**src/rtl/inst_fetch_if.sv**
```systemverilog
// inst_fetch_if: instruction memory port and decode handshake of the fetch unit.
// master = fetch unit, slave = memory/decode/branch side.
interface inst_fetch_if #(
   parameter int FIFO_DEPTH = 4
);
   logic [31:0]                  imem_addr;
   logic [31:0]                  imem_data;
   logic                         imem_en;
   logic                         redirect;
   logic [31:0]                  redirect_pc;
   logic                         inst_valid;
   logic                         inst_ready;
   logic [31:0]                  inst;
   logic [31:0]                  inst_pc;
   logic [$clog2(FIFO_DEPTH):0]  fifo_count;
   logic                         misalign;
   modport master (
      output imem_addr, imem_en, inst_valid, inst, inst_pc, fifo_count, misalign,
      input  imem_data, redirect, redirect_pc, inst_ready
   );
   modport slave (
      input  imem_addr, imem_en, inst_valid, inst, inst_pc, fifo_count, misalign,
      output imem_data, redirect, redirect_pc, inst_ready
   );
endinterface

```
**src/rtl/inst_fetch_unit.sv**
```systemverilog
// inst_fetch_unit: sequential instruction fetch into a prefetch FIFO with redirect flush.
module inst_fetch_unit #(
   parameter logic [31:0] RESET_PC   = 32'h0000_0000,
   parameter int          FIFO_DEPTH = 4
) (
   input logic          clk,
   input logic          rst_n,
   inst_fetch_if.master bus
);
   localparam int AW = $clog2(FIFO_DEPTH);
   localparam int CW = AW + 1;
   logic [31:0]   r_pc;
   logic [31:0]   r_inst [FIFO_DEPTH];
   logic [31:0]   r_ipc  [FIFO_DEPTH];
   logic [AW-1:0] r_wptr;
   logic [AW-1:0] r_rptr;
   logic [CW-1:0] r_count;
   logic          r_misalign;
   logic          w_valid;
   logic          w_pop;
   logic          w_en;
   assign w_valid = r_count != '0;
   assign w_pop   = w_valid & bus.inst_ready;
   // a full FIFO may still fetch when the head leaves on the same edge
   assign w_en    = !bus.redirect & ((r_count != CW'(FIFO_DEPTH)) | w_pop);
   assign bus.imem_addr  = r_pc;
   assign bus.imem_en    = w_en;
   assign bus.inst_valid = w_valid;
   assign bus.inst       = w_valid ? r_inst[r_rptr] : '0;
   assign bus.inst_pc    = w_valid ? r_ipc[r_rptr] : '0;
   assign bus.fifo_count = r_count;
   assign bus.misalign   = r_misalign;
   always_ff @(posedge clk or negedge rst_n) begin
      if (!rst_n) begin
         r_pc       <= RESET_PC;
         r_wptr     <= '0;
         r_rptr     <= '0;
         r_count    <= '0;
         r_misalign <= 1'b0;
      end else if (bus.redirect) begin
         r_pc       <= {bus.redirect_pc[31:2], 2'b00};
         r_wptr     <= '0;
         r_rptr     <= '0;
         r_count    <= '0;
         r_misalign <= r_misalign | (bus.redirect_pc[1:0] != 2'b00);
      end else begin
         r_pc    <= w_en ? r_pc + 32'd4 : r_pc;
         r_wptr  <= w_en ? r_wptr + AW'(1) : r_wptr;
         r_rptr  <= w_pop ? r_rptr + AW'(1) : r_rptr;
         r_count <= r_count + CW'(w_en) - CW'(w_pop);
      end
   end
   always_ff @(posedge clk) begin
      if (rst_n && w_en) begin
         r_inst[r_wptr] <= bus.imem_data;
         r_ipc[r_wptr]  <= r_pc;
      end
   end
endmodule

```
**src/flat_wrapper.sv**
```systemverilog
// flat-port wrapper written by rule: the top's interface ports become plain ports
module inst_fetch_unit_flat 
#(
   parameter logic [31:0] RESET_PC   = 32'h0000_0000,
   parameter int          FIFO_DEPTH = 4
)
  (clk, rst_n, bus_imem_addr, bus_imem_en, bus_inst_valid, bus_inst, bus_inst_pc, bus_fifo_count, bus_misalign, bus_imem_data, bus_redirect, bus_redirect_pc, bus_inst_ready);
  inst_fetch_if #(.FIFO_DEPTH(FIFO_DEPTH)) bus_i ();
  input logic clk;
  input logic rst_n;
  output wire logic [$bits(bus_i.imem_addr)-1:0] bus_imem_addr;
  output wire logic [$bits(bus_i.imem_en)-1:0] bus_imem_en;
  output wire logic [$bits(bus_i.inst_valid)-1:0] bus_inst_valid;
  output wire logic [$bits(bus_i.inst)-1:0] bus_inst;
  output wire logic [$bits(bus_i.inst_pc)-1:0] bus_inst_pc;
  output wire logic [$bits(bus_i.fifo_count)-1:0] bus_fifo_count;
  output wire logic [$bits(bus_i.misalign)-1:0] bus_misalign;
  input wire logic [$bits(bus_i.imem_data)-1:0] bus_imem_data;
  input wire logic [$bits(bus_i.redirect)-1:0] bus_redirect;
  input wire logic [$bits(bus_i.redirect_pc)-1:0] bus_redirect_pc;
  input wire logic [$bits(bus_i.inst_ready)-1:0] bus_inst_ready;
  assign bus_imem_addr = bus_i.imem_addr;
  assign bus_imem_en = bus_i.imem_en;
  assign bus_inst_valid = bus_i.inst_valid;
  assign bus_inst = bus_i.inst;
  assign bus_inst_pc = bus_i.inst_pc;
  assign bus_fifo_count = bus_i.fifo_count;
  assign bus_misalign = bus_i.misalign;
  assign bus_i.imem_data = bus_imem_data;
  assign bus_i.redirect = bus_redirect;
  assign bus_i.redirect_pc = bus_redirect_pc;
  assign bus_i.inst_ready = bus_inst_ready;
  inst_fetch_unit #(.RESET_PC(RESET_PC), .FIFO_DEPTH(FIFO_DEPTH)) u_core (.clk(clk), .rst_n(rst_n), .bus(bus_i));
endmodule
```
**config.mk**
```make
export PLATFORM = sky130hd
export DESIGN_NAME = inst_fetch_unit_flat
export DESIGN_NICKNAME = d
export VERILOG_FILES = /design/src/rtl/inst_fetch_if.sv /design/src/rtl/inst_fetch_unit.sv /design/src/flat_wrapper.sv
export SDC_FILE = /design/constraint.sdc
export NUM_CORES = 1
export LEC_CHECK = 0
export CORE_ASPECT_RATIO = 0.7
export CORE_UTILIZATION = 51
export CTS_BUF_LIST = sky130_fd_sc_hd__clkbuf_4 sky130_fd_sc_hd__clkbuf_8
export CTS_CLUSTER_SIZE = 24
export DETAILED_ROUTE_END_ITERATION = 7
export HOLD_SLACK_MARGIN = 0.02
export PLACE_DENSITY = 0.87
export SLEW_MARGIN = 10
export SYNTH_ARGS = -nofsm -noshare
export SYNTH_HDL_FRONTEND = slang
export SYNTH_SLANG_ARGS = --single-unit
```
**constraint.sdc**
```tcl
create_clock -name clk -period 2.81 [get_ports clk]
set_input_delay 0.562 -clock clk [delete_from_list [all_inputs] [get_ports clk]]
set_output_delay 0.562 -clock clk [all_outputs]
set_load 0.005 [all_outputs]
```
==> results.cfg <==
[routing]
drc_errors = 0
post_drt_wl_per_cell_um = 21.1
firstDrtPassIters = 5
via_count = 6852
drt_wl_total_um = 25700
viasPerCell = 5.63
drtIter0Drc = 521
ant_nets = 0

[global_routing]
track_usage_pct = 22.7
grt_pass1_vias = 6892
antenna_found_initial = 0
grt_first_pass_wirelength_um = 39700
gr-total-overflow = 0
grt_start_max_net_pins = 43

[cells_and_area]
fin_util_pct = 68.2
syn_to_final_growth_pct = 29.0
fin_nets = 958
final_cell_mix = edfxtp_1 (248), clkdlybuf4s50_1 (102), mux4_2 (62)
antenna_cells = 0
drive_above_1_share_pct = 26.9
layout_commonest_cell = edfxtp_1

[critical_path]
cp.arrival_ns = 2.25
crit_fanout = 5
timing.rr.start = u_core.bus.fifo_count[0]$_DFF_PN0_
required_ns = 2.25
crit_start = u_core.r_rptr[0]$_DFFE_PN0P_
path_class = flip-flop to primary output
end_kind = primary output
reg2reg_to = u_core.bus.fifo_count[2]$_DFF_PN0_
r2r_cells = 10
reg2reg_slack_ns = 0.33
crit_path_start_kind = flip-flop
crit_end = bus_inst[8]

[yosys]
yosys_most_used_dff = edfxtp_1
synth_edf_count = 248
synth-compound-area-share_pct = 2.77
synth_async_sr_flop_share_pct = 13.3
synth_cell_type_count = 44
syn_inst = 656
syn_area_per_cell_um2 = 17.8
synthXorXnorAreaFrac_pct = 1.05
syn_area_um2 = 11700
ys_seq_area_share_pct = 72.0
synth_seq_cells = 286
yosys_warnings = 0
synth_top_family_by_area = multiplexers
synth_mux_area_share_pct = 12.2
synthAdderAreaFrac_pct = 0.922
yosys.area_share.simple_pct = 9.20

[run_status]
violations = negative setup slack
status = finished with violations

[power_and_ir_drop]
p_int_mw = 8.89
seqPwrFrac_pct = 43.0
p_sw_mw = 3.18
switching_share_pct = 26.3
power.clock.fraction_pct = 27.0
p_comb_share_pct = 30.0
p_per_area_nw_per_um2 = 802
vdd_drop_max_mv = 0.433
power.leakage_nw = 5.23

[placement]
portBuffers = 165
dp_hpwl_um = 16100
gp_congestion = 0.817
dp_slack_ns = 0.0134

[die]
die_w_um = 183
row_count = 45
die_h_um = 129
pin_count = 170
core_area_um2 = 22100
dieArea_um2 = 23500
start_util_pct = 52.9

[clock_network]
cts_buffers = 42
tritoncts = done
cts_root_buf = clkbuf_8
clock_tree.buffer_depth = 3
clk_pin_slew_ns = 0.07
cts_max_level = 2
worstSkewPairLatency_ns = 0.53
cts_num_sinks = 286

[sta]
tightestPinTransition_ns = 0.517
final_hold_viol_count = 0
postLayoutSetupSlackWorst_ns = -0.00430
fmax_mhz = 355
setup-violations-final = 2
post-route-period-util_pct = 100
fin_crit_ns = 2.81
slew_violations = 0
rsz0062_at_grt = yes
slew_headroom_pct = 65.5
finClkSkew_ns = 0.0215

[job]
max_cap_violations = 0

[worst_hold_path]
hp-class = primary input to asynchronous set/reset pin
[stage by stage]
stage	hold WS, ns	area (um^2)	power [mW]	std cells	TNS (ns)
after global placement	0.388	13900	8.52	1118	0
final	0.467	15100	12.1	1218	-0.00668
after floorplan	0.266	11700	6.83	659	0
after global routing	0.446	15100	12.6	1218	-0.369
after detailed placement	0.388	13900	8.58	1118	0
after CTS	0.423	15100	12.3	1221	-0.733
[kinds of logic after synthesis]
group                    count (synthesis)
buffers and inverters                   50
AND/OR/NAND/NOR                        183
multiplexers                            64
adder cells (fa/ha/maj)                  8
flip-flops                             286
AO/OA/AOI/OAI                           50
XOR/XNOR                                14
other                                    1
[per-layer routing]
| metal | global-route usage [%] | wire (um) |
|---|---|---|
| met5 | 0 | 0 |
| met4 | 5.54 | 365 |
| met3 | 5.52 | 2160 |
| met2 | 33.5 | 11500 |
| met1 | 34.3 | 11700 |
[Yosys cell counts (4+ instances only)]
cell      instances  area share (%)
edfxtp_1        248              64
and2_1           64             3.4
mux4_2           62              12
dfrtp_1          38             8.2
clkbuf_1         25            0.80
nor2_1           24            0.77
nand2_1          23            0.74
a31oi_1          15            0.80
o21ai_0          15            0.64
o31ai_1          15            0.97
or4_1            15            0.97
nand4_1          12            0.64
nand3_1          11            0.47
xnor2_1          11            0.83
buf_2             9            0.39
inv_1             9            0.29
ha_1              7            0.75
and3_1            6            0.32
and4_1            5            0.38
nor4_1            5            0.27
buf_4             4            0.26
nor2b_1           4            0.21
[state kept, by name, summed over array words and instances (netlist names)]
name,flops
u_core.bus.imem_addr,30
u_core.bus.misalign,1
u_core.r_ipc,120
u_core.r_wptr,2
u_core.bus.fifo_count,3
u_core.r_rptr,2
u_core.r_inst,128
[critical path, cell delays in order, from the launching register on]
cell,delay (ns)
dfrtp_4,0.52
buf_8,0.16
buf_16,0.14
buf_12,0.12
buf_6,0.10
mux4_2,0.40
and2_1,0.16
buf_2,0.12
[what timing repair did]
item | in CTS | in global routing
pin swaps | 11 | 1
resized for setup | 188 | 21
setup buffers | 22 | 1
endpoints found under the setup margin | 63 | 45
hold buffers | 1 | 0
endpoints found under the hold margin | 2 | 0
gates cloned | 5 | 0
[area by class of cell]
class,instances,area [um^2]
fillers,1471,7020
repair buffers,220,2260
flip-flops and latches,286,8410
clock inverters,18,100
well taps,305,382
clock buffers,57,728
inverters,9,33.8
multi-input cells,323,3140
[power by group through the flow]
stage / Combinational (mW) / Sequential, mW / Clock [mW]
2_1_floorplan: 1.64 / 5.19 / 0
3_3_place_gp: 3.27 / 5.25 / 0
5_1_grt: 3.90 / 5.23 / 3.52
6_report: 3.62 / 5.19 / 3.26
3_5_place_dp: 3.30 / 5.27 / 0
4_1_cts: 3.74 / 5.19 / 3.33
[how the worst min path moves through the flow]
stage | start | end | slack (ns) | cells after the start
floorplan | rst_n | u_core.bus.fifo_count[0]$_DFF_PN0_ | 0.27 | 0
global placement | rst_n | u_core.r_rptr[1]$_DFFE_PN0P_ | 0.39 | 1
detailed placement | rst_n | u_core.r_rptr[1]$_DFFE_PN0P_ | 0.39 | 1
CTS | rst_n | u_core.r_rptr[1]$_DFFE_PN0P_ | 0.42 | 2
global route | rst_n | u_core.r_rptr[1]$_DFFE_PN0P_ | 0.45 | 2
finish | rst_n | u_core.r_rptr[1]$_DFFE_PN0P_ | 0.47 | 2
Power figures use the tool's default switching activity.
==> RTL edit, RTL diff (same settings) <==
Reset style: synchronous (`rst_n`), changed in one clocked block.
--- a/src/rtl/inst_fetch_unit.sv
+++ b/src/rtl/inst_fetch_unit.sv
@@ -31,5 +31,5 @@
    assign bus.fifo_count = r_count;
    assign bus.misalign   = r_misalign;
-   always_ff @(posedge clk or negedge rst_n) begin
+   always_ff @(posedge clk) begin
       if (!rst_n) begin
          r_pc       <= RESET_PC;
Check against the original RTL: differs if rst_n is asserted again (counterexample within 4 cycles, from zero or initial values and one cycle with rst_n low); with rst_n held inactive, the same outputs for 4 cycles.
==> RTL edit against the original RTL <==
  * Global-route usage increased by 0.91 points
  * Area after synthesis decreased by 0.12%
  * Via count increased by 3.7%
  * First-iteration DRC count increased by 41%
  * Maximum frequency increased by 0.30%
  * Design area increased by 0.33%
  * Non-clock buffer count increased by 2
  * Wire length increased by 5.2%
  * Clock skew increased by 0.0011 ns
  * Die area decreased by 0.12%
  * Setup slack improved by 0.0083 ns
  * Sequential cell count increased by 2
  * Critical path type unchanged
  * Largest cell class unchanged
Power is not compared: it rests on default switching activity, and its combinational part moved more than twofold at a synthesized area within 25%.
==> RTL edit: results (changes against the original RTL) <==
<table>
<tr><th>Metric</th><th>Value</th></tr>
<tr><th colspan="2">Global routing</th></tr>
<tr><td>Routing usage on met2</td><td>0.371 (+0.0359)</td></tr>
<tr><td>Pin count of the biggest net entering global routing</td><td>50 (+16%)</td></tr>
<tr><td>Met3 Resource Use GR</td><td>0.0433 (-0.0119)</td></tr>
<tr><td>Via count of the first global-routing pass</td><td>7267 (+5.4%)</td></tr>
<tr><td>First-pass GRT wire length</td><td>41400 um (+4.2%)</td></tr>
<tr><th colspan="2">Timing</th></tr>
<tr><td>Max-slew headroom</td><td>0.545 (-0.110)</td></tr>
<tr><th colspan="2">Finish</th></tr>
<tr><td>Final cell count without fillers</td><td>1241 (+1.9%)</td></tr>
<tr><td>Utilization of the core after routing</td><td>0.686 (+0.00402)</td></tr>
<tr><td>Clock buffer instance count of the final layout</td><td>63 (+11%)</td></tr>
<tr><td>Inverter count of the layout excluding clock inverters</td><td>8 (-1)</td></tr>
<tr><td>Share of final-layout standard cells stronger than drive strength 1</td><td>0.249 (-0.0205)</td></tr>
<tr><td>Share of final layout cell area taken by clock buffers and inverters</td><td>0.0543 (-0.000679)</td></tr>
<tr><td>Multi-In Gates</td><td>342 (+5.9%)</td></tr>
<tr><td>Area taken by flip-flops and latches</td><td>8260 um^2 (-1.8%)</td></tr>
<tr><td>Number of filler instances in the final layout</td><td>1444 (-1.8%)</td></tr>
<tr><th colspan="2">Detailed routing</th></tr>
<tr><td>Routed wire per std cell</td><td>21.8 um (+3.3%)</td></tr>
<tr><th colspan="2">Worst setup path</th></tr>
<tr><td>Critical path's slowest cell</td><td>sky130_fd_sc_hd__mux4_2</td></tr>
<tr><td>Critical-path maximum fanout</td><td>6 (+1)</td></tr>
<tr><td>End of the worst register-to-register path</td><td>u_core.bus.fifo_count[2]</td></tr>
<tr><th colspan="2">Clocking</th></tr>
<tr><td>Number of buffers inserted by post-CTS setup repair</td><td>18 (-18%)</td></tr>
<tr><td>Number of gates resized after cts</td><td>102 (-46%)</td></tr>
<tr><td>Sinks on the clock net</td><td>288 (+0.70%)</td></tr>
<tr><th colspan="2">Placement</th></tr>
<tr><td>Last weighted congestion value of the routability-driven placer</td><td>0.790 (-3.3%)</td></tr>
<tr><th colspan="2">Synth</th></tr>
<tr><td>Number of distinct library cells after synthesis</td><td>49 (+11%)</td></tr>
<tr><td>Synthesized instance count</td><td>679 (+3.5%)</td></tr>
<tr><td>Async SR Flop Fraction</td><td>0 (-0.133)</td></tr>
<tr><td>Xor/xnor cell area share of the yosys netlist</td><td>0.0113 (+0.000764)</td></tr>
<tr><td>Most frequent cells after synthesis</td><td>sky130_fd_sc_hd__edfxtp_1 (248), sky130_fd_sc_hd__and2_1 (68), sky130_fd_sc_hd__mux4_2 (62)</td></tr>
<tr><th colspan="2">Status</th></tr>
<tr><td>Run status</td><td>finished, final reports clean</td></tr>
</table>
## RTL edit: cell types whose count changed after synthesis, moves of 5 or more
| cell | unedited run | this run |
|---|---|---|
| sky130_fd_sc_hd__dfrtp_1 | 38 | 0 |
| sky130_fd_sc_hd__a21oi_1 | 1 | 9 |
| sky130_fd_sc_hd__nor2_1 | 24 | 17 |
| sky130_fd_sc_hd__dfxtp_1 | 0 | 40 |
| sky130_fd_sc_hd__or4_1 | 15 | 10 |
| sky130_fd_sc_hd__o21ai_0 | 15 | 26 |
| sky130_fd_sc_hd__clkbuf_1 | 25 | 30 |
## RTL edit: worst max path at each step
stage	from	end	slack, ns	cells past startpoint
6_report	flip-flop	bus_inst[30]	0.004	6
3_3_place_gp	bus_redirect	u_core.r_inst[2][15]	0.20	6
2_1_floorplan	rst_n	u_core.r_inst[0][0]	0.31	5
5_1_grt	flip-flop	bus_inst[22]	-0.06	6
3_5_place_dp	bus_redirect	u_core.r_inst[0][15]	0.18	6
4_1_cts	flip-flop	bus_inst[31]	-0.02	7
